[config.mk]
export PLATFORM = sky130hd
export DESIGN_NAME = recovery_ctrl
export DESIGN_NICKNAME = d
export VERILOG_FILES = /design/src/rtl/recovery_ctrl.sv
export SDC_FILE = /design/constraint.sdc
export NUM_CORES = 1
export LEC_CHECK = 0
export BUFFER_PORTS_ARGS = -buffer_cell sky130_fd_sc_hd__buf_2
export CAP_MARGIN = 25
export CORE_AREA = 2 2 148 150
export CTS_CLUSTER_SIZE = 16
export DETAILED_ROUTE_END_ITERATION = 7
export DIE_AREA = 0 0 150 152
export PLACE_DENSITY = 0.9
export SKIP_CTS_REPAIR_TIMING = 1
export SYNTH_ARGS = -nofsm -noshare
export SYNTH_HDL_FRONTEND = slang
export SYNTH_SLANG_ARGS = --single-unit
[constraint.sdc]
create_clock -name clock -period 20.9 [get_ports clock]
set_input_delay 3.135 -clock clock [delete_from_list [all_inputs] [get_ports clock]]
set_output_delay 3.135 -clock clock [all_outputs]
set_load 0.01 [all_outputs]
[src/rtl/recovery_ctrl.sv]
// recovery_ctrl: runs the mispredict recovery sequence squash -> drain -> map-table restore -> fetch redirect.
// Latency: squash 1 cycle after the request; RESTORE takes 32/ROWS cycles; redirect follows the last chunk.
// Backpressure: drain waits on sq_empty/fu_busy; redirect holds until redirect_ready. RECOVERY_STATS_EN adds stat counters.
module recovery_ctrl #(
    parameter int ROB_W = 5,
    parameter int PR_W  = 6,
    parameter int XLEN  = 32,
    parameter int ROWS  = 8
) (
    input  logic                 clock,
    input  logic                 reset,
    input  logic                 recover_req,
    input  logic [XLEN-1:0]      recover_pc,
    input  logic [ROB_W-1:0]     recover_head,
    input  logic [32*PR_W-1:0]   archi_maptable,
    input  logic                 sq_empty,
    input  logic                 fu_busy,
    input  logic                 redirect_ready,
    output logic                 squash,
    output logic                 stall_dispatch,
    output logic                 fl_recover_en,
    output logic [ROB_W-1:0]     fl_head_out,
    output logic                 mpt_wr_en,
    output logic [4:0]           mpt_wr_idx,
    output logic [ROWS*PR_W-1:0] mpt_wr_data,
    output logic                 redirect_valid,
    output logic [XLEN-1:0]      redirect_pc,
    output logic                 busy
`ifdef RECOVERY_STATS_EN
    ,
    output logic [31:0]          recover_count,
    output logic [31:0]          recover_cycles
`endif
);

    localparam logic [4:0] LAST_IDX = 5'(32 - ROWS);
    localparam logic [4:0] STEP     = 5'(ROWS);

    typedef enum logic [2:0] {
        S_IDLE,
        S_SQUASH,
        S_DRAIN,
        S_RESTORE,
        S_REDIRECT
    } state_t;

    state_t            state_q, state_d;
    logic [XLEN-1:0]   pc_q;
    logic [ROB_W-1:0]  head_q;
    logic [PR_W-1:0]   snap_q [32];
    logic [4:0]        idx_q;

    always_ff @(posedge clock) begin
        if (!reset) begin
            state_q <= S_IDLE;
            pc_q    <= '0;
            head_q  <= '0;
            idx_q   <= '0;
            for (int i = 0; i < 32; i++) snap_q[i] <= '0;
        end else begin
            state_q <= state_d;
            // Latch only from IDLE so a late request cannot disturb a recovery in flight.
            if (state_q == S_IDLE && recover_req) begin
                pc_q   <= recover_pc;
                head_q <= recover_head;
            end
            if (state_q == S_SQUASH) begin
                for (int i = 0; i < 32; i++) snap_q[i] <= archi_maptable[i*PR_W +: PR_W];
            end
            if (state_q == S_RESTORE) idx_q <= idx_q + STEP;
            else                      idx_q <= '0;
        end
    end

    always_comb begin
        state_d = state_q;
        case (state_q)
            S_IDLE:     if (recover_req)            state_d = S_SQUASH;
            S_SQUASH:                               state_d = S_DRAIN;
            S_DRAIN:    if (sq_empty && !fu_busy)   state_d = S_RESTORE;
            S_RESTORE:  if (idx_q == LAST_IDX)      state_d = S_REDIRECT;
            S_REDIRECT: if (redirect_ready)         state_d = S_IDLE;
            default:                                state_d = S_IDLE;
        endcase
    end

    always_comb begin
        squash         = 1'b0;
        fl_recover_en  = 1'b0;
        fl_head_out    = '0;
        mpt_wr_en      = 1'b0;
        mpt_wr_idx     = '0;
        mpt_wr_data    = '0;
        redirect_valid = 1'b0;
        redirect_pc    = '0;
        busy           = (state_q != S_IDLE);
        stall_dispatch = (state_q != S_IDLE);
        case (state_q)
            S_SQUASH: begin
                squash        = 1'b1;
                fl_recover_en = 1'b1;
                fl_head_out   = head_q;
            end
            S_RESTORE: begin
                mpt_wr_en  = 1'b1;
                mpt_wr_idx = idx_q;
                for (int j = 0; j < ROWS; j++) begin
                    mpt_wr_data[j*PR_W +: PR_W] = snap_q[idx_q + 5'(j)];
                end
            end
            S_REDIRECT: begin
                redirect_valid = 1'b1;
                redirect_pc    = pc_q;
            end
            default: ;
        endcase
    end

`ifdef RECOVERY_STATS_EN
    always_ff @(posedge clock) begin
        if (!reset) begin
            recover_count  <= '0;
            recover_cycles <= '0;
        end else begin
            if (state_q == S_REDIRECT && redirect_ready && recover_count != '1)
                recover_count <= recover_count + 32'd1;
            if (state_q != S_IDLE && recover_cycles != '1)
                recover_cycles <= recover_cycles + 32'd1;
        end
    end
`endif

endmodule

# Yosys cells after proc, flatten, opt, wreduce, memory -nomap -nowiden

Memory sizes are Yosys's and may differ from the RTL's. A register that Yosys moved wholly into a read port is not among the register bits.
Index checks and enable logic that the tools add are counted.

Register bits after elaboration: 45
Memory bits (writable): 192
Bits of input ports: 235
Word-level logic and storage cells: 109
Memories kept: 1

Add/sub/neg operators: 8
Equality and inequality tests: 9
Mux-type cells: 48
Bitwise gates (word level): 32
Reduce and logical (&&, ||, !) cells: 7

Memory list:

| name   | words | bits a word | read ports | clocked after memory_dff | wr ports | line | RTL |
|---|---|---|---|---|---|---|---|
| snap_q | 32    | 6           | 8          | 1                        | 32       | 50   | `logic [PR_W-1:0] snap_q [32];` |

Operators by type and width:

| operator            | count |
|---|---|
| $mux 6              | 32 |
| $mux 48             | 1 |
| $mux 32             | 1 |
| $or 1x1->1          | 32 |
| $add 5x3->5 const B | 4 |
| $mux 5              | 3 |
| $pmux 3 s5          | 1 |
| $mux 3              | 4 |
| $add 5x2->5 const B | 2 |
| $eq 3x2->1 const B  | 2 |
| $mux 1              | 6 |
| $ne 2x2->1 const B  | 3 |
| $add 5x1->5 const B | 1 |
| $add 5x4->5 const B | 1 |
| $eq 5x5->1 const B  | 1 |
| $reduce_and 4->1    | 1 |
| $eq 3x1->1 const B  | 1 |
| $eq 3x3->1 const B  | 1 |
| $logic_not 3->1     | 1 |
| $reduce_bool 3->1   | 1 |
| $logic_and 1x1->1   | 2 |
| $ne 2x1->1 const B  | 1 |
| $reduce_and 2->1    | 1 |
| $logic_not 1->1     | 1 |

# Longest topological paths before layout

Word-level depth: 5
Gate-level depth with buffers: 7

# Worst setup path before layout

No wires, ideal clock.

Path type: reg-to-reg
Start point: register state_q[1]
End point: memory snap_q[0][0] (enable)
Arrival time: 14.007 ns
Required time: 19.891 ns
Setup slack: 5.884 ns
Cell stages (with the launch flop): 4
Path buffers: 1
Path through: dfxtp_1 -> buf_6 -> nand2b_4 -> o21ai_0

RTL lines:

| item                   | line | RTL |
|---|---|---|
| start, declared        | 47   | `state_t state_q, state_d;` |
| start signal, assigned | 61   | `state_q <= state_d;` |
| end, declared          | 50   |  |

# Final worst setup path

Start point: register idx_q[4]
End point: output mpt_wr_data[41]

Cells in the longest elaborated chain, start to end: 3

Ends and longest elaborated chain:

| item                   | line | RTL |
|---|---|---|
| start, declared        | 51   | `logic [4:0] idx_q;` |
| start signal, assigned | 70   | `if (state_q == S_RESTORE) idx_q <= idx_q + STEP;` |
| $add 5x3->5            | 108  | `mpt_wr_data[j*PR_W +: PR_W] = snap_q[idx_q + 5'(j)];` |
| $mem_v2 32x6           | --   |  |
| $mux 48                | 98   | `case (state_q)` |
| end, declared          | 25   | `output logic [ROWS*PR_W-1:0] mpt_wr_data,` |

No other way between the ends.

==> reports/summary.txt <==
CP max-delay cell: dfxtp_4
Final Util: 61.1%
Area growth syn-to-layout: 24.9%
Gate Count Post-Synth: 816
Reg2reg start: state_q[0]$_SDFFE_PN0P_
Reg2reg end: snap_q[20][0]$_SDFFCE_PN0P_
Rows: 54
CP cell instances: buf_4 -> mux2i_1 -> o22ai_2 -> buf_2
Yosys reg bits: 234
Kind of critical path: flip-flop to output pin
Initial antenna violation count: 6
Die ar.: 0.0228 sq mm
Final Power: 1.12 mW
Clock slew at reported path FFs: 0.06 ns
Clk sinks: 234
Final wirelength: 24.7 mm
Number of synthesized flops with an enable pin: 192
Ranking of synthesized cells by area: edfxtp_1 55%, and2_1 14%, mux2i_1 9.2%
Sequential area share after synthesis: 63.3%
First-pass GRT wire length: 37.3 mm
CP Max Fanout: 51
Starting density of the core: 48.9%
Critical Path End Type: output pin
Hpwl dp: 15.9 mm
Iter 0 DRT Violations: 445
Arr. time, crit path: 2.92 ns
Filler cell count in the final layout: 1670
Layout cells sized above 1: 34.4%
Largest net degree at the start of global routing: 193
Max_slew headroom: 23.2%
Clock Skew: 0.0179 ns
Core Region: 0.0214 sq mm
Hold Startpoint: pc_q[20]$_SDFFE_PN0P_
CTS Root Buffer Type: clkbuf_16
Async SR Flop Fraction: 0%
Grt ovf: 0
GPL Wtd Cong: 0.786
Max Fclk: 165 MHz
Unique cell type count in the Yosys netlist: 34
Pre-Repair DR Iteration Count: 4
Synth warn: 0
Setup crit start kind: flip-flop
Routed Antenna Nets: 0
Crit path time final: 6.05 ns
Die Y-Extent: 152 microns
Critical path required time: 17.77 ns
Static leakage: 5.32 nW
Vias post-DR: 7247
Post-synth top area share: 55.2%
CP Buf/Inv Count: 2
Hold path depth: 2
Worst R2R Path Depth: 3
Worst-Skew Late Latency: 0.52 ns
CTS H-tree depth: 1
Most used DFF post-synth: edfxtp_1
Hold Vio Cnt, Final: 0
Synthesized area: 0.0104 sq mm
WHS Endpoint: pc_q[20]$_SDFFE_PN0P_
Final Cycle Share: 29.0%
Maximum vdd drop: 0.0887 mV
Worst setup startpoint: idx_q[4]$_SDFF_PN0_
Run status: complete, no violations
R2r setup slk: 18.68 ns
Layout Cell Area excl Fill: 0.0130 sq mm
IO Count: 331
Vias in the first global route: 7326
Final setup fails: 0
Min-delay worst type: flip-flop to flip-flop
CP delay by family, top: buffers and inverters
Setup tns final: 0 ns
Post-route DRC: 0
DP Area: 0.0122 sq mm
Max-Cap Viols: 0
Actual slew at the worst max-slew pin: 1.15 ns
Clock buffer depth: 3
Die width: 150 microns
Nets: 1348
CTS tree: yes
Port Buffers: 327
Synth area leader: edfxtp_1
GRT Resource Usage Total: 20.7%
Post-DR wirelength/cell: 17.4 microns
Fin. max-slew vios: 0
Number of vias per cell: 5.12
Critical Path Max Stage Delay: 0.89 ns
RSZ-0062 raised after global routing: no
Pwr dens: 86.3 mW/mm^2
Syn Area/Cell: 12.8 sq um
Num CTS Buffers: 26
how the worst max path moves through the flow:
| stage | to | slack, ns | cells after the start |
|---|---|---|---|
| CTS | mpt_wr_data[41] | 14.78 | 4 |
| detailed placement | mpt_wr_data[45] | 15.34 | 4 |
| global route | mpt_wr_data[41] | 14.70 | 4 |
| finish | mpt_wr_data[41] | 14.85 | 4 |
| global placement | mpt_wr_data[41] | 15.45 | 4 |
| floorplan | snap_q[0][0]$_SDFFCE_PN0P_ | 5.88 | 3 |
metal layers:
layer	GRT usage (%)	vias up	part of all wire (%)	wire length, microns
met4	7.95	2	3.3	806
met2	36.1	301	50	12400
met1	24.1	3405	37	9190
met3	5.50	57	9.1	2240
met5	0	-	0.045	11
li1	-	3482	-	-
sequential cells by signal, summed over array words and instances (netlist names):
signal	flops
idx_q	2
snap_q	192
pc_q	32
head_q	5
state_q	3
final cells by class:
class / count / area, sq um / area share, %
diodes: 5 / 12.5 / 0.0959
clock buffers: 32 / 694 / 5.32
clock inverters: 14 / 171 / 1.31
inverters: 2 / 7.51 / 0.0576
multi-input cells: 513 / 3480 / 26.7
flip-flops and latches: 234 / 6610 / 50.7
well taps: 280 / 350 / 2.69
repair buffers: 335 / 1710 / 13.1
placed cells by master (no fill, tap or decap), drive strengths merged:
master,instances
and3b,1
buf,335
a221oi,1
nand3b,2
nand2b,3
and3,1
and2,230
nand2,40
clkinv,8
conb,3
inv,3
clkbuf,32
nand3,39
or3,1
edfxtp,192
o22ai,48
bufinv,4
diode,5
a21oi,1
dfxtp,42
nor2,4
nor3b,1
ha,1
mux2i,96
nor4b,1
clkinvlp,1
o21ai,38
o21bai,1
a31oi,1
cells in the mapped netlist, types with 2 or more instances:
cell type,count
and2_1,230
edfxtp_1,192
mux2i_1,96
dfxtp_1,42
nand2_1,39
nand3_1,39
o22ai_1,39
clkbuf_1,26
o21ai_0,24
buf_2,22
o21ai_1,14
buf_4,13
o22ai_2,9
buf_6,4
nor2_1,3
buf_1,2
clkbuf_2,2
inv_1,2
nand2b_1,2
nand3b_1,2
metrics by stage:
step	hold WS, ns	setup slack (ns)	std cells
after floorplan	0.424	5.88	818
after detailed placement	0.437	15.34	1364
after global placement	0.431	15.45	1364
after global routing	0.468	14.70	1415
final	0.445	14.85	1415
after CTS	0.446	14.78	1410
tightest hold or removal path, delay by kind of cell (launching register included):
kind | cells | cell delay (ns)
flops | 1 | 0.30
simple gates | 1 | 0.05
compound gates | 1 | 0.05
where the power goes:
| group | internal, mW | switching, mW | leakage (nW) | total (mW) |
|---|---|---|---|---|
| sequential | 0.556 | 0.0162 | 2.36 | 0.572 |
| clock | 0.284 | 0.176 | 0.422 | 0.460 |
| combinational | 0.0401 | 0.0520 | 2.54 | 0.0922 |
cells by family after synthesis:
group	Yosys count	share of synthesized area [%]
muxes	96	9.20
other	1	0.0359
adders and majority gates	1	0.120
buffers and inverters	71	3.59
and+or+nand+nor	323	18.3
DFF	234	63.3
AOI/OAI and AO/OA	90	5.50
Note: power is estimated with default switching activity, not from simulation.
